## src/rtl/opcode_pkg.sv

```systemverilog
// opcode_pkg: shared state encoding, widths and helpers for the opcode injector.
package opcode_pkg;

   localparam int         STATE_W       = 3;
   localparam int         CNT_W         = 8;
   localparam int         VEC_W         = 16;
   localparam logic [7:0] JP_OPCODE_DEF = 8'hC3;

   typedef enum logic [STATE_W-1:0] {
      ST_IDLE  = 3'd0,
      ST_ARMED = 3'd1,
      ST_OP    = 3'd2,
      ST_GAP1  = 3'd3,
      ST_LO    = 3'd4,
      ST_GAP2  = 3'd5,
      ST_HI    = 3'd6
   } state_e;

   // True in the three states that own the Z80 data bus.
   function automatic logic is_drive_state(input state_e s);
      return (s == ST_OP) || (s == ST_LO) || (s == ST_HI);
   endfunction

   // Byte presented on the bus for a given state; zero when not driving.
   function automatic logic [7:0] drive_byte(input state_e           s,
                                             input logic [7:0]       opc,
                                             input logic [VEC_W-1:0] vec);
      logic [7:0] b;
      b = 8'h00;
      case (s)
         ST_OP:   b = opc;
         ST_LO:   b = vec[7:0];
         ST_HI:   b = vec[15:8];
         default: b = 8'h00;
      endcase
      return b;
   endfunction

endpackage

```

## src/rtl/bus_sync.sv

```systemverilog
// bus_sync: multi-flop synchronizer for one asynchronous Z80 strobe, plus a
// one-clk-delayed copy so the consumer can detect changes between clks.
module bus_sync #(
   parameter int SYNC_STAGES = 2
) (
   input  logic clk,
   input  logic rst,
   input  logic async_i,
   output logic sync_o,
   output logic prev_o
);

   logic [SYNC_STAGES-1:0] sync_q;
   logic [SYNC_STAGES-1:0] sync_d;
   logic                   prev_q;

   // Shift the raw strobe into the chain, oldest sample at the top.
   always_comb begin
      sync_d    = sync_q;
      sync_d[0] = async_i;
      for (int i = 1; i < SYNC_STAGES; i++) begin
         sync_d[i] = sync_q[i-1];
      end
   end

   // Chain and edge-detect flop; strobes are active-low so they idle at 1.
   always_ff @(posedge clk) begin
      if (rst) begin
         sync_q <= '1;
         prev_q <= 1'b1;
      end else begin
         sync_q <= sync_d;
         prev_q <= sync_q[SYNC_STAGES-1];
      end
   end

   assign sync_o = sync_q[SYNC_STAGES-1];
   assign prev_o = prev_q;

endmodule

```

## src/rtl/opcode_inject.sv

```systemverilog
// opcode_inject: forces a Z80 to execute "JP vec" by substituting the opcode
// and both operand bytes of the next instruction fetch after a trap request.
module opcode_inject
   import opcode_pkg::*;
#(
   parameter int         SYNC_STAGES = 2,
   parameter logic [7:0] JP_OPCODE   = JP_OPCODE_DEF,
   parameter int         TIMEOUT     = 255
) (
   input  logic        clk,
   input  logic        rst,
   input  logic        m1_n,
   input  logic        mreq_n,
   input  logic        rd_n,
   input  logic        at_isr_end,
   input  logic        trap_req,
   input  logic [15:0] trap_vec,
   output logic [7:0]  data_out,
   output logic        data_oe,
   output logic        mem_inhibit,
   output logic        busy,
   output logic        trap_ack,
   output logic        trap_err
);

   localparam logic [CNT_W-1:0] TIMEOUT_C = CNT_W'(TIMEOUT);

   logic m1_s, mreq_s, rd_s;
   logic mreq_p, rd_p;
   logic m1_prev_unused;

   logic rd_act, rd_act_prev;
   logic rd_start, rd_end;
   logic fetch_start, oper_start;

   state_e             state_q, state_d;
   logic [VEC_W-1:0]   vec_q, vec_d;
   logic [CNT_W-1:0]   cnt_q, cnt_d;
   logic               ack_q, ack_d;
   logic               err_q, err_d;

   bus_sync #(.SYNC_STAGES(SYNC_STAGES)) u_sync_m1 (
      .clk     (clk),
      .rst     (rst),
      .async_i (m1_n),
      .sync_o  (m1_s),
      .prev_o  (m1_prev_unused)
   );

   bus_sync #(.SYNC_STAGES(SYNC_STAGES)) u_sync_mreq (
      .clk     (clk),
      .rst     (rst),
      .async_i (mreq_n),
      .sync_o  (mreq_s),
      .prev_o  (mreq_p)
   );

   bus_sync #(.SYNC_STAGES(SYNC_STAGES)) u_sync_rd (
      .clk     (clk),
      .rst     (rst),
      .async_i (rd_n),
      .sync_o  (rd_s),
      .prev_o  (rd_p)
   );

   // A read needs both MREQ and RD low, so interrupt acknowledge (no MREQ)
   // and refresh (no RD) never qualify. M1 is looked at only on the start.
   always_comb begin
      rd_act      = ~mreq_s & ~rd_s;
      rd_act_prev = ~mreq_p & ~rd_p;
      rd_start    = rd_act & ~rd_act_prev;
      rd_end      = ~rd_act & rd_act_prev;
      fetch_start = rd_start & ~m1_s;
      oper_start  = rd_start & m1_s;
   end

   // Next-state logic: walks opcode, low byte, high byte with timed gaps.
   always_comb begin
      state_d = state_q;
      vec_d   = vec_q;
      cnt_d   = cnt_q;
      ack_d   = 1'b0;
      err_d   = 1'b0;
      unique case (state_q)
         ST_IDLE: begin
            if (trap_req) begin
               vec_d   = trap_vec;
               state_d = ST_ARMED;
            end
         end
         ST_ARMED: begin
            if (fetch_start && at_isr_end) begin
               state_d = ST_OP;
            end
         end
         ST_OP: begin
            if (rd_end) begin
               state_d = ST_GAP1;
               cnt_d   = '0;
            end
         end
         ST_GAP1: begin
            if (oper_start) begin
               state_d = ST_LO;
            end else if (fetch_start || (cnt_q == TIMEOUT_C)) begin
               state_d = ST_IDLE;
               err_d   = 1'b1;
            end else begin
               cnt_d = cnt_q + 1'b1;
            end
         end
         ST_LO: begin
            if (rd_end) begin
               state_d = ST_GAP2;
               cnt_d   = '0;
            end
         end
         ST_GAP2: begin
            if (oper_start) begin
               state_d = ST_HI;
            end else if (fetch_start || (cnt_q == TIMEOUT_C)) begin
               state_d = ST_IDLE;
               err_d   = 1'b1;
            end else begin
               cnt_d = cnt_q + 1'b1;
            end
         end
         ST_HI: begin
            if (rd_end) begin
               state_d = ST_IDLE;
               ack_d   = 1'b1;
            end
         end
         default: begin
            state_d = ST_IDLE;
         end
      endcase
   end

   // State, latched vector, gap counter and the ack/err pulse flops.
   always_ff @(posedge clk) begin
      if (rst) begin
         state_q <= ST_IDLE;
         vec_q   <= '0;
         cnt_q   <= '0;
         ack_q   <= 1'b0;
         err_q   <= 1'b0;
      end else begin
         state_q <= state_d;
         vec_q   <= vec_d;
         cnt_q   <= cnt_d;
         ack_q   <= ack_d;
         err_q   <= err_d;
      end
   end

   // Bus drive is decoded straight from the state register so that a reset
   // releases the bus on the same edge it takes effect.
   always_comb begin
      data_oe     = is_drive_state(state_q);
      mem_inhibit = is_drive_state(state_q);
      data_out    = drive_byte(state_q, JP_OPCODE, vec_q);
      busy        = (state_q != ST_IDLE);
      trap_ack    = ack_q;
      trap_err    = err_q;
   end

endmodule
```

## config.mk

```make
export PLATFORM = sky130hd
export DESIGN_NAME = opcode_inject
export DESIGN_NICKNAME = d
export VERILOG_FILES = /design/src/rtl/opcode_pkg.sv /design/src/rtl/bus_sync.sv /design/src/rtl/opcode_inject.sv
export SDC_FILE = /design/constraint.sdc
export NUM_CORES = 1
export LEC_CHECK = 0
export CORE_MARGIN = 1.5
export CORE_UTILIZATION = 35
export CTS_BUF_LIST = sky130_fd_sc_hd__clkbuf_8
export CTS_CLUSTER_DIAMETER = 100
export DETAILED_ROUTE_END_ITERATION = 6
export GPL_TIMING_DRIVEN = 0
export SLEW_MARGIN = 20
export SYNTH_ARGS = -nofsm -noshare
export SYNTH_HDL_FRONTEND = slang
export SYNTH_SLANG_ARGS = --single-unit
```

## constraint.sdc

```tcl
create_clock -name clk -period 4.5 [get_ports clk]
set_clock_uncertainty 0.15 [all_clocks]
set_input_delay 0.45 -clock clk [delete_from_list [all_inputs] [get_ports clk]]
set_output_delay 0.45 -clock clk [all_outputs]
set_load 0.005 [all_outputs]
```

==> metrics.yaml <==
cts_resized: 0
regArea_um2: 741
finalSetupViolCount: 0
crit_path_max_incr_delay_ns: 0.55
postCtsSetupBuffers: 0
clkPwrFrac_pct: 29.2
portBuffers: 35
synth_area_leaders: "dfxtp_1 (41%), nand2_1 (9.0%), a21oi_1 (5.9%), mux2i_1 (5.6%), or2_2 (2.8%)"
p_sw_share_pct: 30.8
crit_arrival_ns: 2.18
drive_gt1_share_pct: 12.5
path_clk_slew_ns: 0.07
cts_hold_buf: 0
yosysTopAreaCell: "dfxtp_1"
viasPerCell: 4.89
yosysWarnings: 0
ios: 36
path_max_fanout: 10
relSlewSlack_pct: 58.9
power_density_nw_per_um2: 380
ir_drop_v: 0.000183
synth_area_um2: 1790
crit_path_start_kind: "register"
firstDrtPassIters: 4
synth_ff_type: "dfxtp_1"
switching_power_mw: 0.273
finalCritPeriodShare_pct: 61.8
synth_top_cell_area_share_pct: 41.4
synthAdderAreaFrac_pct: 0.699
synthXorXnorAreaFrac_pct: 1.54
area_delta_synth_final_pct: 29.9
synth-simple-area-share_pct: 27.9
tightest_slew_ns: 0.617
hold_viol: 0
overflow: 0
die_area_um2: 5550
route.detailed.drc: 0
numCtsBuffers: 5
wl_per_cell_um: 12.8
clk_latency_ns: 0.29
async_flop_share_pct: 0
ys_types: 49
synth_top_family_by_area: "simple AND/OR/NAND/NOR gates"
fin_crit_ns: 2.78
dp_cells: 316
max_freq_ghz: 0.359
hp-class: "register to register"
muxShareOfSynthArea_pct: 6.22
cp_cell_sequence: "buf_6 > clkbuf_1 > a21oi_1 > a311oi_1 > clkdlybuf4s50_1"
ant_nets: 0
cts_tree: "built"
power.total_mw: 0.884
nets: 280
cap_violations: 0
slowest_stage: "clkdlybuf4s50_1"
fin_cells: 324
synth_seq_cells: 37
die_w_um: 74.5
tns_ns: 0
htree_num_levels: 2
pwr-share-seq_pct: 41.9
grt_max_degree: 12
clock-sinks: 37
critical_path_class: "register to output pin"
worstPathRequired_ns: 3.90
gp_congestion: 0.802
start_util_pct: 37.2
synth_enable_flop_cells: 0
rows: 25
antenna_found_initial: 0
utilization_pct: 48.3
synthMostInstantiatedCell: "nand2_1"
endpoint_kind: "output pin"
finalMaxSlewViolations: 0
gr-usage-all-layers_pct: 16.5
p_int_mw: 0.611
synth_nets: 238
netlist_instances: 214
drt_iter0_markers: 48
multi_input_area_um2: 948
leakagePower_nw: 0.799
vias: 1584
power_frac_comb_pct: 28.9
cts_root_buf: "clkbuf_8"
synth.top_cells.by_count: "nand2_1 (43), dfxtp_1 (37), a21oi_1 (21)"
grt_pass1_wl_um: 6870
status: "finished clean"
core_area_um2: 4820
ys_seq_area_share_pct: 41.4
avgSynthCellArea_um2: 8.37
wl_um: 4140
hpwl_um: 2970
grt_setup_unrepaired: "false"
synth_compound_area_share_pct: 16.6
fillers: 507
clockBufferDepth: 2
diodes: 0
grt_pass1_vias: 1511
die_y_um: 74.5
==> logic make-up (layout without fill, tap and decap cells) <==
kind of cell / Yosys count / count (layout)
buffers and inverters: 20 / 63
and+or+nand+nor: 101 / 101
xor gates and xnor gates: 1 / 1
muxes: 11 / 11
adders and majority gates: 1 / 1
AOI/OAI and AO/OA: 43 / 43
DFF: 37 / 37
==> final timing paths <==
check	from	end	slack, ns	cells after the start
max	state_q[1]$_SDFFE_PP0P_	data_out[7]	1.72	5
min	u_sync_mreq.sync_q[0]$_SDFF_PP1_	u_sync_mreq.sync_q[1]$_SDFF_PP1_	0.26	1
max reg2reg	state_q[1]$_SDFFE_PP0P_	vec_q[7]$_SDFFE_PP0P_	2.70	6
min reg2reg	u_sync_mreq.sync_q[0]$_SDFF_PP1_	u_sync_mreq.sync_q[1]$_SDFF_PP1_	0.26	1
==> critical path, delay by kind of cell (launching register included) <==
kind	cells	cell delay (ns)
flip-flops	1	0.33
AO/OA/AOI/OAI	2	0.38
buffers and inverters	3	1.18
==> metrics by stage <==
step | setup WS, ns | hold WS, ns | cell area (um^2)
2_1_floorplan | 2.76 | 0.239 | 1790
3_5_place_dp | 2.05 | 0.243 | 2220
3_3_place_gp | 2.08 | 0.241 | 2220
4_1_cts | 1.72 | 0.260 | 2330
5_1_grt | 1.64 | 0.274 | 2330
6_report | 1.72 | 0.258 | 2330
==> sequential cells by signal, summed over array words and instances (netlist names) <==
register	cells
vec_q	16
cnt_q	8
state_q	3
u_sync_m1.sync_q	2
u_sync_mreq.sync_q	2
u_sync_rd.sync_q	2
trap_ack	1
trap_err	1
u_sync_mreq.prev_o	1
u_sync_rd.prev_o	1
==> layout make-up <==
type / count / share of cell area [%]
repair buffers: 35 / 15.1
clock inverters: 1 / 0.215
inverters: 6 / 0.968
well taps: 67 / 3.60
flip-flops and latches: 37 / 31.8
multi-input cells: 157 / 40.8
clock buffers: 7 / 4.14
plain buffers: 14 / 3.39
==> metal layers <==
metal  GRT usage, %  routed length, um  up-vias
met3           4.34                173        7
li1               -                  -      826
met2           23.4               1830       33
met1           23.3               2070      718
met4           7.68                 70        0
met5              0                  0        -
==> cell usage in the layout, fill, tap and decap left out, types with 3 or more instances in the layout <==
cell type,synthesis,layout
mux2i_1,10,10
a21oi_1,21,21
inv_1,5,5
nor2_1,13,13
nand2_1,43,43
and4_1,3,3
dfxtp_1,37,37
or2_2,8,8
clkdlybuf4s50_1,0,35
clkbuf_1,7,7
or2_1,4,4
nor4_1,3,3
nand2b_1,5,5
nor3_1,5,5
buf_2,3,3
clkbuf_8,0,7
nand3_1,5,5
==> power by group through the flow <==
stage / Combinational, mW / Clock (mW) / Sequential [mW]
6_report: 0.255 / 0.258 / 0.371
3_5_place_dp: 0.255 / 0 / 0.378
4_1_cts: 0.256 / 0.264 / 0.370
5_1_grt: 0.284 / 0.278 / 0.374
2_1_floorplan: 0.161 / 0 / 0.374
3_3_place_gp: 0.253 / 0 / 0.377
(Power assumes the default switching activity.)
==> variant (same settings) <==
Reset style: asynchronous (`rst`), changed in 2 clocked blocks.
--- a/src/rtl/bus_sync.sv
+++ b/src/rtl/bus_sync.sv
@@ -26,3 +26,3 @@
    // Chain and edge-detect flop; strobes are active-low so they idle at 1.
-   always_ff @(posedge clk) begin
+   always_ff @(posedge clk or posedge rst) begin
       if (rst) begin
--- a/src/rtl/opcode_inject.sv
+++ b/src/rtl/opcode_inject.sv
@@ -140,3 +140,3 @@
    // State, latched vector, gap counter and the ack/err pulse flops.
-   always_ff @(posedge clk) begin
+   always_ff @(posedge clk or posedge rst) begin
       if (rst) begin
Behaviour: differs if rst is asserted again (counterexample within 4 cycles, from zero or initial values and one cycle with rst high); with rst held inactive, the same outputs for 10 cycles.
==> variant against the unedited design <==
Cell area up 1.6%; wire length fell by 13%; sequential cell count unchanged; area after synthesis is 1.4% higher; hold slack got worse by 0.050 ns; setup slack gained 0.12 ns; core utilization down 1.4 points; largest cell class is now registers.
Power is not compared: it rests on default switching activity, and its combinational part moved more than twofold at a synthesized area within 25%.
==> variant: results <==
{
  "yosysWarnings": 0,
  "cts_setup_buffers": 0,
  "routedWlPerCell_um": 13.0,
  "placement.io_buffers": 35,
  "wl_um": 3620,
  "antennaDiodeCount": 0,
  "dpl_cell_area_mm2": 0.00228,
  "post_drt_via_cell_ratio": 4.98,
  "hold_path_class": "flop to flop",
  "grt_pass1_wl_um": 6180,
  "layout-drive-gt1-share_pct": 20.6,
  "drt-initial-drc-count": 41,
  "muxShareOfSynthArea_pct": 13.2,
  "swShare_pct": 33.1,
  "place_inst": 271,
  "yosys-top-cells-count": "29 x dfrtp_1, 16 x mux2_2, 13 x nand2_1, 13 x o21ai_0",
  "synth-xor-area-share_pct": 1.52,
  "yosysSeqAreaShare_pct": 51.6,
  "gp_congestion": 0.836,
  "fillers": 477,
  "cp_max_fo": 10,
  "status": "finished clean",
  "final_nets": 232,
  "reg_top3": "vec_q (16), cnt_q (8), state_q (3)",
  "top_usage_layer": "met2",
  "synth_compound_area_share_pct": 12.8,
  "grt_pass1_vias": 1411,
  "ctsLongestPathBuffers": 2,
  "grt_util_met2_pct": 24.5,
  "grt.met1_usage_pct": 18.2,
  "place_hpwl_um": 2730,
  "grt_start_max_net_pins": 20,
  "clk_pin_slew_ns": 0.07,
  "track_usage_pct": 14.5,
  "insertion_delay_ns": 0.29,
  "grtUsageMet3_pct": 3.21,
  "avgSynthCellArea_um2": 11.0,
  "cts_buffers": 5,
  "async_flop_share_pct": 100,
  "cts-resized-gates": 0,
  "arrival_ns": 2.06,
  "pg_seq_mw": 0.487,
  "power_mw": 1.23,
  "synth_cell_types": 43,
  "drtPass1Iterations": 4,
  "ys.flop_type": "dfrtp_1",
  "place_worst_setup_slack_ns": 2.10,
  "synth_adder_area_share_pct": 1.24,
  "p_leak_nw": 0.961,
  "cts_root_buffer": "clkbuf_8",
  "area_growth_pct": 30.2,
  "ir_worst_vdd_mv": 0.303,
  "antenna_found_initial": 0,
  "syn-num-nets": 189,
  "powerClk_mw": 0.219,
  "worst_pin_slew_ns": 0.485,
  "synthTopCellsByArea": "dfrtp_1 40%, dfstp_2 12%, mux2_2 9.9%",
  "htreeDepth": 2
}
-- variant: cell types whose count changed after synthesis, sizes merged, moves of 4 or more --
cell | before | now
a21oi | 22 | 9
clkbuf | 7 | 2
dfrtp | 0 | 29
nor2 | 14 | 9
mux2i | 10 | 6
o21ai | 3 | 13
mux2 | 1 | 16
nand4 | 1 | 5
nand2 | 43 | 13
dfxtp | 37 | 0
nor3 | 6 | 2
or2 | 12 | 2
dfstp | 0 | 8
-- variant: routing by layer --
| metal | wire, um | share of wire [%] |
|---|---|---|
| met5 | 0 | 0 |
| met2 | 1770 | 49 |
| met3 | 116 | 3.2 |
| met1 | 1680 | 47 |
| met4 | 50 | 1.4 |
-- variant: layout make-up --
class,instances,area share [%]
buffer,9,2.49
sequential,37,39.6
tap,70,3.71
clock buffer,5,2.91
timing repair buffer,36,16.0
multi-input combinational,116,34.3
clock inverter,3,0.582
inverter,3,0.476
-- variant: final timing paths --
| path | startpoint | end | slack [ns] | cells past startpoint |
|---|---|---|---|---|
| min in group asynchronous | rst | cnt_q[6] | 0.33 | 2 |
| setup / recovery | state_q[1] | data_out[7] | 1.84 | 5 |
| max in group asynchronous | rst | state_q[2] | 3.42 | 3 |
| hold reg to reg | u_sync_mreq.sync_q[0] | u_sync_mreq.sync_q[1] | 0.21 | 0 |
| setup reg to reg | state_q[2] | vec_q[7] | 2.55 | 6 |
| hold / removal | u_sync_mreq.sync_q[0] | u_sync_mreq.sync_q[1] | 0.21 | 0 |
-- variant: worst max-delay path, cell delays in order (launching register included) --
cell             delay [ns]
dfrtp_1                0.32
buf_4                  0.17
clkbuf_1               0.41
o21ai_0                0.18
a21oi_1                0.19
clkdlybuf4s50_1        0.52
